<file path="src/rtl/riscv_mc_pkg.sv">
// rtl/riscv_mc_pkg.sv - shared state, opcode and select encodings for the multi-cycle controller
// Optional ERROR state is built only with MC_FSM_ILLEGAL_TRAP_EN.
package riscv_mc_pkg;

  typedef enum logic [3:0] {
    S_FETCH,
    S_DECODE,
    S_MEMADR,
    S_MEMREAD,
    S_MEMWB,
    S_MEMWRITE,
    S_EXECR,
    S_EXECI,
    S_ALUWB,
    S_BEQ,
    S_JAL
`ifdef MC_FSM_ILLEGAL_TRAP_EN
    ,
    S_ERROR
`endif
  } state_t;

  localparam logic [6:0] OP_LW  = 7'b0000011;
  localparam logic [6:0] OP_SW  = 7'b0100011;
  localparam logic [6:0] OP_R   = 7'b0110011;
  localparam logic [6:0] OP_I   = 7'b0010011;
  localparam logic [6:0] OP_BEQ = 7'b1100011;
  localparam logic [6:0] OP_JAL = 7'b1101111;

  localparam logic [1:0] SRC_A_PC     = 2'b00;
  localparam logic [1:0] SRC_A_OLD_PC = 2'b01;
  localparam logic [1:0] SRC_A_RS1    = 2'b10;

  localparam logic [1:0] SRC_B_RS2    = 2'b00;
  localparam logic [1:0] SRC_B_IMM    = 2'b01;
  localparam logic [1:0] SRC_B_FOUR   = 2'b10;

  localparam logic [1:0] RES_ALU_OUT  = 2'b00;
  localparam logic [1:0] RES_RDATA    = 2'b01;
  localparam logic [1:0] RES_ALU      = 2'b10;

  // Must match the existing ALU decoder's ALU_op inputs.
  localparam logic [1:0] ALU_OP_ADD   = 2'b00;
  localparam logic [1:0] ALU_OP_SUB   = 2'b01;
  localparam logic [1:0] ALU_OP_FUNCT = 2'b10;

  typedef struct packed {
    logic       pc_write;
    logic       branch;
    logic       ir_write;
    logic       reg_write;
    logic       mem_write;
    logic       adr_src;
    logic [1:0] alu_src_a;
    logic [1:0] alu_src_b;
    logic [1:0] result_src;
    logic [1:0] alu_op;
`ifdef MC_FSM_ILLEGAL_TRAP_EN
    logic       illegal;
`endif
  } ctrl_t;

endpackage

</file>
<file path="src/rtl/mc_main_fsm_if.sv">
// rtl/mc_main_fsm_if.sv - controller <-> datapath signal bundle
// illegal_instr exists only with MC_FSM_ILLEGAL_TRAP_EN.
interface mc_main_fsm_if;

  logic [6:0] opcode;
  logic       zero;
  logic       mem_ready;
  logic       pc_write;
  logic       ir_write;
  logic       reg_write;
  logic       mem_write;
  logic       adr_src;
  logic [1:0] alu_src_a;
  logic [1:0] alu_src_b;
  logic [1:0] result_src;
  logic [1:0] ALU_op;
`ifdef MC_FSM_ILLEGAL_TRAP_EN
  logic       illegal_instr;
`endif

  modport master (
    input  opcode, zero, mem_ready,
    output pc_write, ir_write, reg_write, mem_write, adr_src,
    output alu_src_a, alu_src_b, result_src, ALU_op
`ifdef MC_FSM_ILLEGAL_TRAP_EN
    , output illegal_instr
`endif
  );

  modport slave (
    output opcode, zero, mem_ready,
    input  pc_write, ir_write, reg_write, mem_write, adr_src,
    input  alu_src_a, alu_src_b, result_src, ALU_op
`ifdef MC_FSM_ILLEGAL_TRAP_EN
    , input illegal_instr
`endif
  );

endinterface

</file>
<file path="src/rtl/mc_fsm_outputs.sv">
// rtl/mc_fsm_outputs.sv - Moore output decode: selects and ungated strobes per state
// ERROR decode is built only with MC_FSM_ILLEGAL_TRAP_EN.
module mc_fsm_outputs
  import riscv_mc_pkg::*;
(
  input  state_t state,
  output ctrl_t  ctrl
);

  always_comb begin
    ctrl = '0;
    case (state)
      S_FETCH: begin
        ctrl.alu_src_b  = SRC_B_FOUR;
        ctrl.result_src = RES_ALU;
        ctrl.ir_write   = 1'b1;
        ctrl.pc_write   = 1'b1;
      end
      S_DECODE: begin
        ctrl.alu_src_a = SRC_A_OLD_PC;
        ctrl.alu_src_b = SRC_B_IMM;
      end
      S_MEMADR: begin
        ctrl.alu_src_a = SRC_A_RS1;
        ctrl.alu_src_b = SRC_B_IMM;
      end
      S_MEMREAD: ctrl.adr_src = 1'b1;
      S_MEMWB: begin
        ctrl.result_src = RES_RDATA;
        ctrl.reg_write  = 1'b1;
      end
      S_MEMWRITE: begin
        ctrl.adr_src   = 1'b1;
        ctrl.mem_write = 1'b1;
      end
      S_EXECR: begin
        ctrl.alu_src_a = SRC_A_RS1;
        ctrl.alu_op    = ALU_OP_FUNCT;
      end
      S_EXECI: begin
        ctrl.alu_src_a = SRC_A_RS1;
        ctrl.alu_src_b = SRC_B_IMM;
        ctrl.alu_op    = ALU_OP_FUNCT;
      end
      S_ALUWB: ctrl.reg_write = 1'b1;
      S_BEQ: begin
        ctrl.alu_src_a = SRC_A_RS1;
        ctrl.alu_op    = ALU_OP_SUB;
        ctrl.branch    = 1'b1;
      end
      S_JAL: begin
        ctrl.alu_src_a = SRC_A_OLD_PC;
        ctrl.alu_src_b = SRC_B_FOUR;
        ctrl.pc_write  = 1'b1;
      end
`ifdef MC_FSM_ILLEGAL_TRAP_EN
      S_ERROR: ctrl.illegal = 1'b1;
`endif
      default: ctrl = '0;
    endcase
  end

endmodule

</file>
<file path="src/rtl/mc_main_fsm.sv">
// rtl/mc_main_fsm.sv - multi-cycle RISC-V main control FSM with mem_ready stalls
// Define MC_FSM_ILLEGAL_TRAP_EN to trap unsupported opcodes in a sticky ERROR state.
module mc_main_fsm
  import riscv_mc_pkg::*;
(
  input  logic          clk,
  input  logic          reset,
  mc_main_fsm_if.master bus
);

  state_t state;
  state_t state_next;
  ctrl_t  ctrl;

  always_ff @(posedge clk or posedge reset) begin
    if (reset) state <= S_FETCH;
    else       state <= state_next;
  end

  always_comb begin
    state_next = state;
    case (state)
      S_FETCH:    if (bus.mem_ready) state_next = S_DECODE;
      S_DECODE: begin
        case (bus.opcode)
          OP_LW, OP_SW: state_next = S_MEMADR;
          OP_R:         state_next = S_EXECR;
          OP_I:         state_next = S_EXECI;
          OP_BEQ:       state_next = S_BEQ;
          OP_JAL:       state_next = S_JAL;
`ifdef MC_FSM_ILLEGAL_TRAP_EN
          default:      state_next = S_ERROR;
`else
          default:      state_next = S_FETCH;
`endif
        endcase
      end
      S_MEMADR:   state_next = bus.opcode[5] ? S_MEMWRITE : S_MEMREAD;
      S_MEMREAD:  if (bus.mem_ready) state_next = S_MEMWB;
      S_MEMWB:    state_next = S_FETCH;
      S_MEMWRITE: if (bus.mem_ready) state_next = S_FETCH;
      S_EXECR:    state_next = S_ALUWB;
      S_EXECI:    state_next = S_ALUWB;
      S_ALUWB:    state_next = S_FETCH;
      S_BEQ:      state_next = S_FETCH;
      S_JAL:      state_next = S_ALUWB;
`ifdef MC_FSM_ILLEGAL_TRAP_EN
      S_ERROR:    state_next = S_ERROR;
`endif
      default:    state_next = S_FETCH;
    endcase
  end

  mc_fsm_outputs u_outputs (
    .state (state),
    .ctrl  (ctrl)
  );

  // Raw ir_write marks FETCH, the only state whose pc_write waits on mem_ready.
  always_comb begin
    bus.alu_src_a  = ctrl.alu_src_a;
    bus.alu_src_b  = ctrl.alu_src_b;
    bus.result_src = ctrl.result_src;
    bus.ALU_op     = ctrl.alu_op;
    bus.adr_src    = ctrl.adr_src;
    bus.ir_write   = !reset && ctrl.ir_write && bus.mem_ready;
    bus.pc_write   = !reset && ((ctrl.pc_write && (!ctrl.ir_write || bus.mem_ready))
                                || (ctrl.branch && bus.zero));
    bus.reg_write  = !reset && ctrl.reg_write;
    bus.mem_write  = !reset && ctrl.mem_write;
`ifdef MC_FSM_ILLEGAL_TRAP_EN
    bus.illegal_instr = !reset && ctrl.illegal;
`endif
  end

endmodule
</file>
<file path="src/flat_wrapper.sv">
// flat-port wrapper written by rule: the top's interface ports become plain ports
module mc_main_fsm_flat import riscv_mc_pkg::*;
  (clk, reset, bus_opcode, bus_zero, bus_mem_ready, bus_pc_write, bus_ir_write, bus_reg_write, bus_mem_write, bus_adr_src, bus_alu_src_a, bus_alu_src_b, bus_result_src, bus_ALU_op);
  mc_main_fsm_if bus_i ();
  input  logic clk;
  input  logic reset;
  input wire logic [$bits(bus_i.opcode)-1:0] bus_opcode;
  input wire logic [$bits(bus_i.zero)-1:0] bus_zero;
  input wire logic [$bits(bus_i.mem_ready)-1:0] bus_mem_ready;
  output wire logic [$bits(bus_i.pc_write)-1:0] bus_pc_write;
  output wire logic [$bits(bus_i.ir_write)-1:0] bus_ir_write;
  output wire logic [$bits(bus_i.reg_write)-1:0] bus_reg_write;
  output wire logic [$bits(bus_i.mem_write)-1:0] bus_mem_write;
  output wire logic [$bits(bus_i.adr_src)-1:0] bus_adr_src;
  output wire logic [$bits(bus_i.alu_src_a)-1:0] bus_alu_src_a;
  output wire logic [$bits(bus_i.alu_src_b)-1:0] bus_alu_src_b;
  output wire logic [$bits(bus_i.result_src)-1:0] bus_result_src;
  output wire logic [$bits(bus_i.ALU_op)-1:0] bus_ALU_op;
  assign bus_i.opcode = bus_opcode;
  assign bus_i.zero = bus_zero;
  assign bus_i.mem_ready = bus_mem_ready;
  assign bus_pc_write = bus_i.pc_write;
  assign bus_ir_write = bus_i.ir_write;
  assign bus_reg_write = bus_i.reg_write;
  assign bus_mem_write = bus_i.mem_write;
  assign bus_adr_src = bus_i.adr_src;
  assign bus_alu_src_a = bus_i.alu_src_a;
  assign bus_alu_src_b = bus_i.alu_src_b;
  assign bus_result_src = bus_i.result_src;
  assign bus_ALU_op = bus_i.ALU_op;
  mc_main_fsm u_core (.clk(clk), .reset(reset), .bus(bus_i));
endmodule
</file>
<file path="config.mk">
export PLATFORM = sky130hd
export DESIGN_NAME = mc_main_fsm_flat
export DESIGN_NICKNAME = d
export VERILOG_FILES = /design/src/rtl/riscv_mc_pkg.sv /design/src/rtl/mc_main_fsm_if.sv /design/src/rtl/mc_fsm_outputs.sv /design/src/rtl/mc_main_fsm.sv /design/src/flat_wrapper.sv
export SDC_FILE = /design/constraint.sdc
export NUM_CORES = 1
export LEC_CHECK = 0
export CORE_UTILIZATION = 34
export DETAILED_ROUTE_END_ITERATION = 7
export HOLD_SLACK_MARGIN = 0.03
export PLACE_DENSITY = 0.72
export RECOVER_POWER = 50
export SETUP_SLACK_MARGIN = 0.3
export SLEW_MARGIN = 15
export SYNTH_ARGS = -nofsm -noshare
export SYNTH_HDL_FRONTEND = slang
export SYNTH_SLANG_ARGS = --single-unit
</file>
<file path="constraint.sdc">
create_clock -name clk -period 1.35 [get_ports clk]
set_clock_uncertainty 0.1 [all_clocks]
set_input_delay 0.27 -clock clk [delete_from_list [all_inputs] [get_ports clk]]
set_output_delay 0.27 -clock clk [all_outputs]
set_load 0.1 [all_outputs]
</file>
==> out/results.env, run 1 <==
NUMBER_OF_BUFFERS_ADDED_ON_PORTS=23
SYNTH_UNIQUE_CELLS=26
CTS_BUFS_INSERTED=3
YOSYSSEQAREASHARE_PCT=21.3
DIE-HEIGHT_MICRONS=39.2
DIE_WIDTH_MICRONS=39.2
SYNTH.NET_COUNT=78
NUM_ROWS=13
CTS-ROOT-TO-SINK-BUFFERS=2
SYNTHESIS.AREA_SQ_UM=470
PIN_COUNT=24
CTS_SETUP_BUFFERS=5
INITIAL_CORE_UTIL_PCT=36.2
CTS.REPAIR.RESIZED=20
HALT_POINT_OF_THE_FLOW='clock tree synthesis'
HTREEDEPTH=1
GP_WEIGHTED_CONGESTION=0.806
POST_SYNTH.CELL_AREA_AVG_SQ_UM=7.02
POST-SYNTH-TOP-AREA-CELL='sky130_fd_sc_hd__dfrtp_1'
NETLIST_INSTANCES=67
SYNTH_TOP_AREA_SHARE_PCT=21.3
SYNTH.YOSYS.WARNINGS=0
POST-PLACE-CELLS=122
CLOCK-SINKS=4
DETAILED_PLACE_HPWL_MM=1.32
OUTCOME='aborted with a tool error'
SYNTH_SEQ_CELLS=4
SYNTH.TOP_CELLS.BY_AREA='sky130_fd_sc_hd__dfrtp_1, sky130_fd_sc_hd__nor2_1, sky130_fd_sc_hd__nor3b_1'
CTS_ROOT_BUF='sky130_fd_sc_hd__clkbuf_4'
HOLDBUFCOUNTCTS=0
TOOLERRORMSG='[ERROR DPL-0033] detailed placement checks failed during check placement.'
[cells in the mapped netlist]
cell and number:
sky130_fd_sc_hd__nand2_1 5, sky130_fd_sc_hd__dfrtp_1 4, sky130_fd_sc_hd__nor2_1 9, sky130_fd_sc_hd__nor4_1 2, sky130_fd_sc_hd__inv_1 3, sky130_fd_sc_hd__and3_1 4, sky130_fd_sc_hd__nand3_1 1, sky130_fd_sc_hd__xnor2_1 2
sky130_fd_sc_hd__o22ai_1 4, sky130_fd_sc_hd__nor2b_1 1, sky130_fd_sc_hd__nor3b_1 4, sky130_fd_sc_hd__nor3_1 3, sky130_fd_sc_hd__nor3_2 1, sky130_fd_sc_hd__a31oi_1 1, sky130_fd_sc_hd__o21a_1 1, sky130_fd_sc_hd__or3b_1 1
sky130_fd_sc_hd__a21oi_1 5, sky130_fd_sc_hd__mux2i_1 2, sky130_fd_sc_hd__nand2b_1 4, sky130_fd_sc_hd__a32o_1 1, sky130_fd_sc_hd__and2b_1 1, sky130_fd_sc_hd__nand3b_1 1, sky130_fd_sc_hd__or2_2 1, sky130_fd_sc_hd__and4_1 1
sky130_fd_sc_hd__buf_2 4, sky130_fd_sc_hd__a22oi_1 1
[cell families after synthesis]
family	share of synthesized area (%)
DFF	21.3
and+or+nand+nor	46.8
muxes	4.26
AOI/OAI and AO/OA	17.3
buffers and inverters	6.65
xor gates and xnor gates	3.72
[metrics by stage]
stage | setup WS [ns] | instance area, sq um
3_5_place_dp | -0.767 | 1140
3_3_place_gp | -0.714 | 1140
2_1_floorplan | -1.12 | 634
==> run 2: changes to the inputs <==
--- a/config.mk
+++ b/config.mk
@@ -5,12 +5,11 @@
 export SDC_FILE = /design/constraint.sdc
 export NUM_CORES = 1
 export LEC_CHECK = 0
-export CORE_UTILIZATION = 34
+export CORE_AREA = 2 2 63 65
 export DETAILED_ROUTE_END_ITERATION = 7
-export HOLD_SLACK_MARGIN = 0.03
-export PLACE_DENSITY = 0.72
+export DIE_AREA = 0 0 65 67
+export PLACE_DENSITY_LB_ADDON = 0.15
 export RECOVER_POWER = 50
-export SETUP_SLACK_MARGIN = 0.3
 export SLEW_MARGIN = 15
 export SYNTH_ARGS = -nofsm -noshare
 export SYNTH_HDL_FRONTEND = slang
==> constraint.sdc (replaced) <==
create_clock -name clk -period 1.8 [get_ports clk]
set_clock_uncertainty 0.1 [all_clocks]
set_input_delay 0.36 -clock clk [delete_from_list [all_inputs] [get_ports clk]]
set_output_delay 0.36 -clock clk [all_outputs]
set_load 0.1 [all_outputs]
==> out/results.env, run 2 <==
COUNT_OF_NETS_LEFT_WITH_ANTENNA_VIOLATIONS_AFTER_DETAIL_ROUTING=0
CTS-ROOT-TO-SINK-BUFFERS=2
STDCELL_AREA_SQ_UM=1270
REG2REG_SETUP_SLACK_NS=0.21
CLKSLEWWORSTSETUPHOLDPATHS_NS=0.03
COREAREA_SQ_UM=3610
CTS_BUFS_INSERTED=3
DP_WORST_SETUP_SLACK_NS=-0.492
POST_SYNTH.CELL_AREA_AVG_SQ_UM=7.02
INITIALDRTVIOLATIONCOUNT=9
SETUP_WS_NS=-0.200
DIE-HEIGHT_MICRONS=67
CELLLEAKAGEPOWER_uW=0.000487
MOST-COMMON-LAYOUT-CELLS='sky130_fd_sc_hd__buf_12, sky130_fd_sc_hd__buf_4, sky130_fd_sc_hd__clkdlybuf4s50_1'
VIOLATIONS_IN_THE_FINAL_REPORTS='setup timing'
GR-USAGE-ALL-LAYERS_PCT=8.66
FINAL_NET_COUNT=122
POST-SYNTH-TOP-AREA-CELL='sky130_fd_sc_hd__dfrtp_1'
NUMBER_OF_BUFFERS_ADDED_ON_PORTS=23
LAYOUT_COMMONEST_CELL='sky130_fd_sc_hd__buf_12'
GP_WEIGHTED_CONGESTION=0.726
PEAKVDDDROP_mV=0.187
TIMING_HOLD_VIOLATIONS_FINAL=0
SYNTH.NET_COUNT=78
SYNTH_ASYNC_SR_FLOP_SHARE_PCT=100
SYNTH_TOP_AREA_SHARE_PCT=21.3
SYNTH.TOP_CELLS.BY_AREA='sky130_fd_sc_hd__dfrtp_1, sky130_fd_sc_hd__nor2_1, sky130_fd_sc_hd__nor3b_1'
POST-SYNTH-TOP-COUNT-CELL='sky130_fd_sc_hd__nor2_1'
MAX_FLOP_REGISTER='u_core.state'
GRT_PASS1_VIAS=644
CP-END-KIND='output pin'
DRC=0
PERIOD_SHARE_PCT=111
SYNTHESIS.AREA_SQ_UM=470
DIE_WIDTH_MICRONS=65
NUMBER_OF_MAX_CAP_VIOLATIONS=0
WORSTSETUPSTARTPOINTTYPE='register'
FINALSETUPVIOLCOUNT=13
PIN_COUNT_OF_THE_BIGGEST_NET_ENTERING_GLOBAL_ROUTING=15
TYPE_OF_THE_TIGHTEST_MIN_DELAY_CHECK='in2async'
MAX_SLEW.WORST_PIN.SLEW_NS=0.269
INITIAL_CORE_UTIL_PCT=13.0
SYNTH_UNIQUE_CELLS=26
HTREEDEPTH=1
MAX_SLEW_MARGIN_PCT=82.0
PIN_COUNT=24
SYNTH.CELLS.MOST_FREQUENT='sky130_fd_sc_hd__nor2_1, sky130_fd_sc_hd__a21oi_1, sky130_fd_sc_hd__nand2_1'
DRTPASS1ITERATIONS=3
PERIOD_NEEDED_NS=2.00
MAX_FREQ_MHz=500
SYNTH_FF_TYPE='sky130_fd_sc_hd__dfrtp_1'
TOTALWIRELENGTH_MM=1.70
BIGGESTREGSBYFLOPS='u_core.state: 4 flops'
ANTENNA_FOUND_INITIAL=0
YOSYSSEQAREASHARE_PCT=21.3
PATH_CLASS='reg2out'
SYNTH_SEQ_CELLS=4
LATEST_CLOCK_ARRIVAL_WITHIN_THE_WORST_SKEW_PAIR_NS=0.21
MAXSLEWVIOLCOUNT=0
WL_PER_CELL_MICRONS=10.8
CRIT_FANOUT=2
CLOCK-SINKS=4
CTS_TREE='built'
VIA_COUNT=632
DRIVE_GT1_SHARE_PCT=53.2
NUM_ROWS=22
CRITICAL_PATH_ARRIVAL_NS=1.54
SYNTH.YOSYS.WARNINGS=0
ANTENNA_CELLS=0
OUTCOME='complete, but fails checks'
DETAILED_PLACE_HPWL_MM=1.33
HOLDBUFCOUNTCTS=0
PLACEMENT.CELL_AREA_SQ_UM=1130
FINAL_TOTAL_PWR_uW=718
SYNTH_EDF_COUNT=0
P_R_AREA_GROWTH_VS_SYN_PCT=169
GLOBALROUTE.TOTALOVERFLOW=0
POWER.DENSITY_CELL_AREA_nW_PER_UM2=567
GRT_SETUP_UNREPAIRED='true'
TIMING.CRITICAL_PATH.REQUIRED_NS=1.34
GRT_PASS1_WL_MM=2.82
DIE_AREA_SQ_UM=4360
LARGEST_REGISTER_FFS=4
VIAS_PER_CELL=4.03
CTS_ROOT_BUF='sky130_fd_sc_hd__clkbuf_8'
NETLIST_INSTANCES=67
run 2: cell counts after synthesis:
No cell type changed its count.
run 2: worst max-delay path, cell delays in order, from the launching register on:
cell	delay (ns)
sky130_fd_sc_hd__dfrtp_1	0.38
sky130_fd_sc_hd__or3b_1	0.35
sky130_fd_sc_hd__a21oi_1	0.14
sky130_fd_sc_hd__a31oi_1	0.08
sky130_fd_sc_hd__nor3_4	0.17
sky130_fd_sc_hd__buf_12	0.20
run 2: path summary, 6_finish.rpt:
path                                         to             from  cells after the start
worst max-delay path               bus_pc_write  u_core.state[1]                      5
worst min-delay path            u_core.state[1]            reset                      4
worst max register to register  u_core.state[2]  u_core.state[1]                      6
worst min register to register  u_core.state[1]  u_core.state[2]                      2
max in group asynchronous       u_core.state[3]            reset                      4
min in group clk                u_core.state[1]  u_core.state[2]                      2
run 2: cells by family after synthesis:
family | after synthesis | share of synthesized area (%)
flip-flops | 4 | 21.3
AND/OR/NAND/NOR | 39 | 46.8
AO/OA/AOI/OAI | 13 | 17.3
XOR/XNOR | 2 | 3.72
buffers and inverters | 7 | 6.65
multiplexers | 2 | 4.26
run 2: area by class of cell:
| class | count | area (sq um) |
|---|---|---|
| clock buffers | 3 | 41.3 |
| inverters | 3 | 11.3 |
| multi-input cells | 56 | 518 |
| flip-flops and latches | 4 | 100 |
| fillers | 392 | 2340 |
| repair buffers | 43 | 537 |
| well taps | 48 | 60.1 |
run 2: what timing repair did:
item,CTS,global route
pin swaps,11,2
setup buffers,4,0
setup endpoints to repair,13,13
gates resized for setup,18,0
run 2: layer usage:
metal  track usage, %  up-vias  wire [microns]
met5                0        -               0
met1             8.99      284             678
li1                 -      326               -
met4             5.59        0              40
met3             1.18        4              75
met2             16.2       18             904
run 2: per-stage QoR:
step	util (%)	setup TNS, ns	hold WS, ns	cells
6_report	35.1	-1.09	0.352	157
5_1_grt	35.1	-1.91	0.386	157
4_1_cts	35.3	-1.33	0.342	157
3_5_place_dp	31.5	-0.666	0.489	150
3_3_place_gp	31.5	-0.644	0.493	150
2_1_floorplan	-	-2.91	0.0348	67
run 2: where the power goes:
part,switching [uW],internal (uW)
logic,252,184
clock network,41.0,142
registers,3.61,94.9
Note: power is estimated with default switching activity, not from simulation.
==> run 3: changes to the inputs <==
--- a/config.mk
+++ b/config.mk
@@ -8,6 +8,7 @@
 export CORE_AREA = 2 2 63 65
 export DETAILED_ROUTE_END_ITERATION = 7
 export DIE_AREA = 0 0 65 67
+export DONT_BUFFER_PORTS = 1
 export PLACE_DENSITY_LB_ADDON = 0.15
 export RECOVER_POWER = 50
 export SLEW_MARGIN = 15
==> constraint.sdc (replaced) <==
create_clock -name clk -period 1.78 [get_ports clk]
set_clock_uncertainty 0.1 [all_clocks]
set_input_delay 0.356 -clock clk [delete_from_list [all_inputs] [get_ports clk]]
set_output_delay 0.356 -clock clk [all_outputs]
set_load 0.1 [all_outputs]
==> out/results.env, run 3 (synthesis gave the netlist of run 2 again) <==
OUTCOME='complete, but fails checks'
VIOLATIONS_IN_THE_FINAL_REPORTS='setup timing'
P_R_AREA_GROWTH_VS_SYN_PCT=165
LAYOUT_COMMONEST_CELL='sky130_fd_sc_hd__buf_4'
PEAKVDDDROP_mV=0.155
WORSTSETUPSTARTPOINTTYPE='register'
FINAL_NET_COUNT=115
TOTALWIRELENGTH_MM=1.89
MAX_SLEW_MARGIN_PCT=81.9
FILLERS=380
MAX_FLOP_REGISTER='u_core.state'
TYPE_OF_THE_TIGHTEST_MIN_DELAY_CHECK='in2reg'
FINALCOREUTILIZATION_PCT=34.6
CLOCK-SINKS=4
DRIVE_GT1_SHARE_PCT=69.9
WL_PER_CELL_MICRONS=12.5
CTS-ROOT-TO-SINK-BUFFERS=2
GLOBALROUTE.TOTALOVERFLOW=0
POST-PLACE-CELLS=136
INITIAL_CORE_UTIL_PCT=13.0
SEQ_AREA_SQ_UM=104
TIMING_HOLD_VIOLATIONS_FINAL=0
CTS_BUFS_INSERTED=3
POST_LAYOUT_NONFILLER_INSTANCES=151
ANTENNA_FOUND_INITIAL=0
GRT_SETUP_UNREPAIRED='true'
PATH_CLASS='reg2out'
CLKSLEWWORSTSETUPHOLDPATHS_NS=0.04
CTS_TREE='built'
CTS_ROOT_BUF='sky130_fd_sc_hd__clkbuf_8'
GRT_PASS1_VIAS=689
COREAREA_SQ_UM=3610
NUMBER_OF_BUFFERS_ADDED_ON_PORTS=0
FINALSETUPVIOLCOUNT=13
DIE_WIDTH_MICRONS=65
REG2REG_SETUP_SLACK_NS=-0.11
MAX_SLEW.WORST_PIN.SLEW_NS=0.269
TIMING.HOLD.WORST_ENDPOINT='u_core.state[2]'
PERIOD_SHARE_PCT=114
HOLD_PATH_DEPTH=2
CRITICAL_PATH_ARRIVAL_NS=1.58
LARGEST_REGISTER_FFS=4
PERIOD_NEEDED_NS=2.04
TIMING.CRITICAL_PATH.REQUIRED_NS=1.32
WORSTREGTOREGCELLS=8
DIE-HEIGHT_MICRONS=67
VIA_COUNT=636
CRIT_FANOUT=3
POWER.DENSITY_CELL_AREA_nW_PER_UM2=577
HOLD_START='bus_opcode[4]'
VIAS_PER_CELL=4.21
DRTPASS1ITERATIONS=3
CELLLEAKAGEPOWER_uW=0.000465
MAX_FREQ_MHz=491
DETAILED_PLACE_HPWL_MM=1.34
FINALSETUPTNS_NS=-1.43
DRC=0
COUNT_OF_NETS_LEFT_WITH_ANTENNA_VIOLATIONS_AFTER_DETAIL_ROUTING=0
STARTPOINT='u_core.state[1]'
MOST-COMMON-LAYOUT-CELLS='sky130_fd_sc_hd__buf_4, sky130_fd_sc_hd__buf_12, sky130_fd_sc_hd__nor2_4'
GP_WEIGHTED_CONGESTION=0.780
HTREEDEPTH=1
NUMBER_OF_MAX_CAP_VIOLATIONS=0
MULTI_INPUT_COMB_AREA_SQ_UM=572
NUM_ROWS=22
LATEST_CLOCK_ARRIVAL_WITHIN_THE_WORST_SKEW_PAIR_NS=0.22
MAXSLEWVIOLCOUNT=0
BIGGESTREGSBYFLOPS='u_core.state: 4 flops'
RR_STARTPOINT='u_core.state[1]'
WORST_R2R_ENDPOINT='u_core.state[2]'
GR-USAGE-ALL-LAYERS_PCT=9.38
SETUP_WS_NS=-0.258
CP-END-KIND='output pin'
PIN_COUNT_OF_THE_BIGGEST_NET_ENTERING_GLOBAL_ROUTING=10
ANTENNA_CELLS=0
GRT_PASS1_WL_MM=3.05
PIN_COUNT=24
FINAL_TOTAL_PWR_uW=719
DIE_AREA_SQ_UM=4360
INITIALDRTVIOLATIONCOUNT=10
-- run 3: changes by cell type in the layout (fill, tap and decap cells not counted), moves of 2 or more --
cell and delta:
sky130_fd_sc_hd__nand2b_4 +2, sky130_fd_sc_hd__dfrtp_2 +3, sky130_fd_sc_hd__and3_4 +2, sky130_fd_sc_hd__dfrtp_1 -3, sky130_fd_sc_hd__clkdlybuf4s50_1 -8, sky130_fd_sc_hd__buf_4 +3
sky130_fd_sc_hd__nor3b_2 +2
-- run 3: worst max-delay path by stage --
| stage | end | slack [ns] | cells after the start |
|---|---|---|---|
| after floorplan | bus_ir_write | -0.78 | 2 |
| after global placement | bus_pc_write | -0.03 | 5 |
| after detailed placement | bus_pc_write | -0.03 | 5 |
| after CTS | bus_pc_write | -0.28 | 5 |
| after global routing | bus_pc_write | -0.35 | 5 |
| final | bus_pc_write | -0.26 | 5 |
-- run 3: routing by layer --
metal / vias up / GRT usage [%] / wire [microns]
met5: - / 0 / 0
met2: 19 / 17.9 / 1030
met4: 0 / 6.38 / 48
met1: 300 / 9.21 / 710
met3: 5 / 1.52 / 99
li1: 312 / - / -
-- run 3: area by class of cell --
cell class,count,area share [%]
clock buffer,4,3.61
inverter,3,1.20
multi-input combinational,56,45.8
sequential,4,8.32
tap,48,4.81
timing repair buffer,36,36.2
-- run 3: repair_timing --
action                                 in CTS  in global routing
endpoints found under the hold margin       4                  0
pin swaps                                   5                  6
setup buffers                               8                  3
hold buffers                                1                  0
gates resized for setup                    20                  9
setup endpoints to repair                  13                 16
gates cloned                                1                  0
-- run 3: power breakdown --
| part | internal, uW | switching [uW] |
|---|---|---|
| combinational | 168 | 244 |
| sequential | 96.7 | 7.01 |
| clock | 153 | 50.6 |
| total | 418 | 302 |
-- run 3: through the flow --
step	setup slack [ns]	hold slack (ns)	instance area, sq um
floorplan	-0.779	0.0307	614
global placement	-0.0270	0.0566	981
detailed placement	-0.0344	0.0569	981
CTS	-0.278	0.251	1200
global route	-0.352	0.266	1250
finish	-0.258	0.250	1250
-- run 3: critical path: stages (launching register included) --
cell	delay [ns]
sky130_fd_sc_hd__dfrtp_2	0.39
sky130_fd_sc_hd__or3b_1	0.38
sky130_fd_sc_hd__a21oi_2	0.15
sky130_fd_sc_hd__a31oi_1	0.07
sky130_fd_sc_hd__nor3_4	0.16
sky130_fd_sc_hd__buf_12	0.20
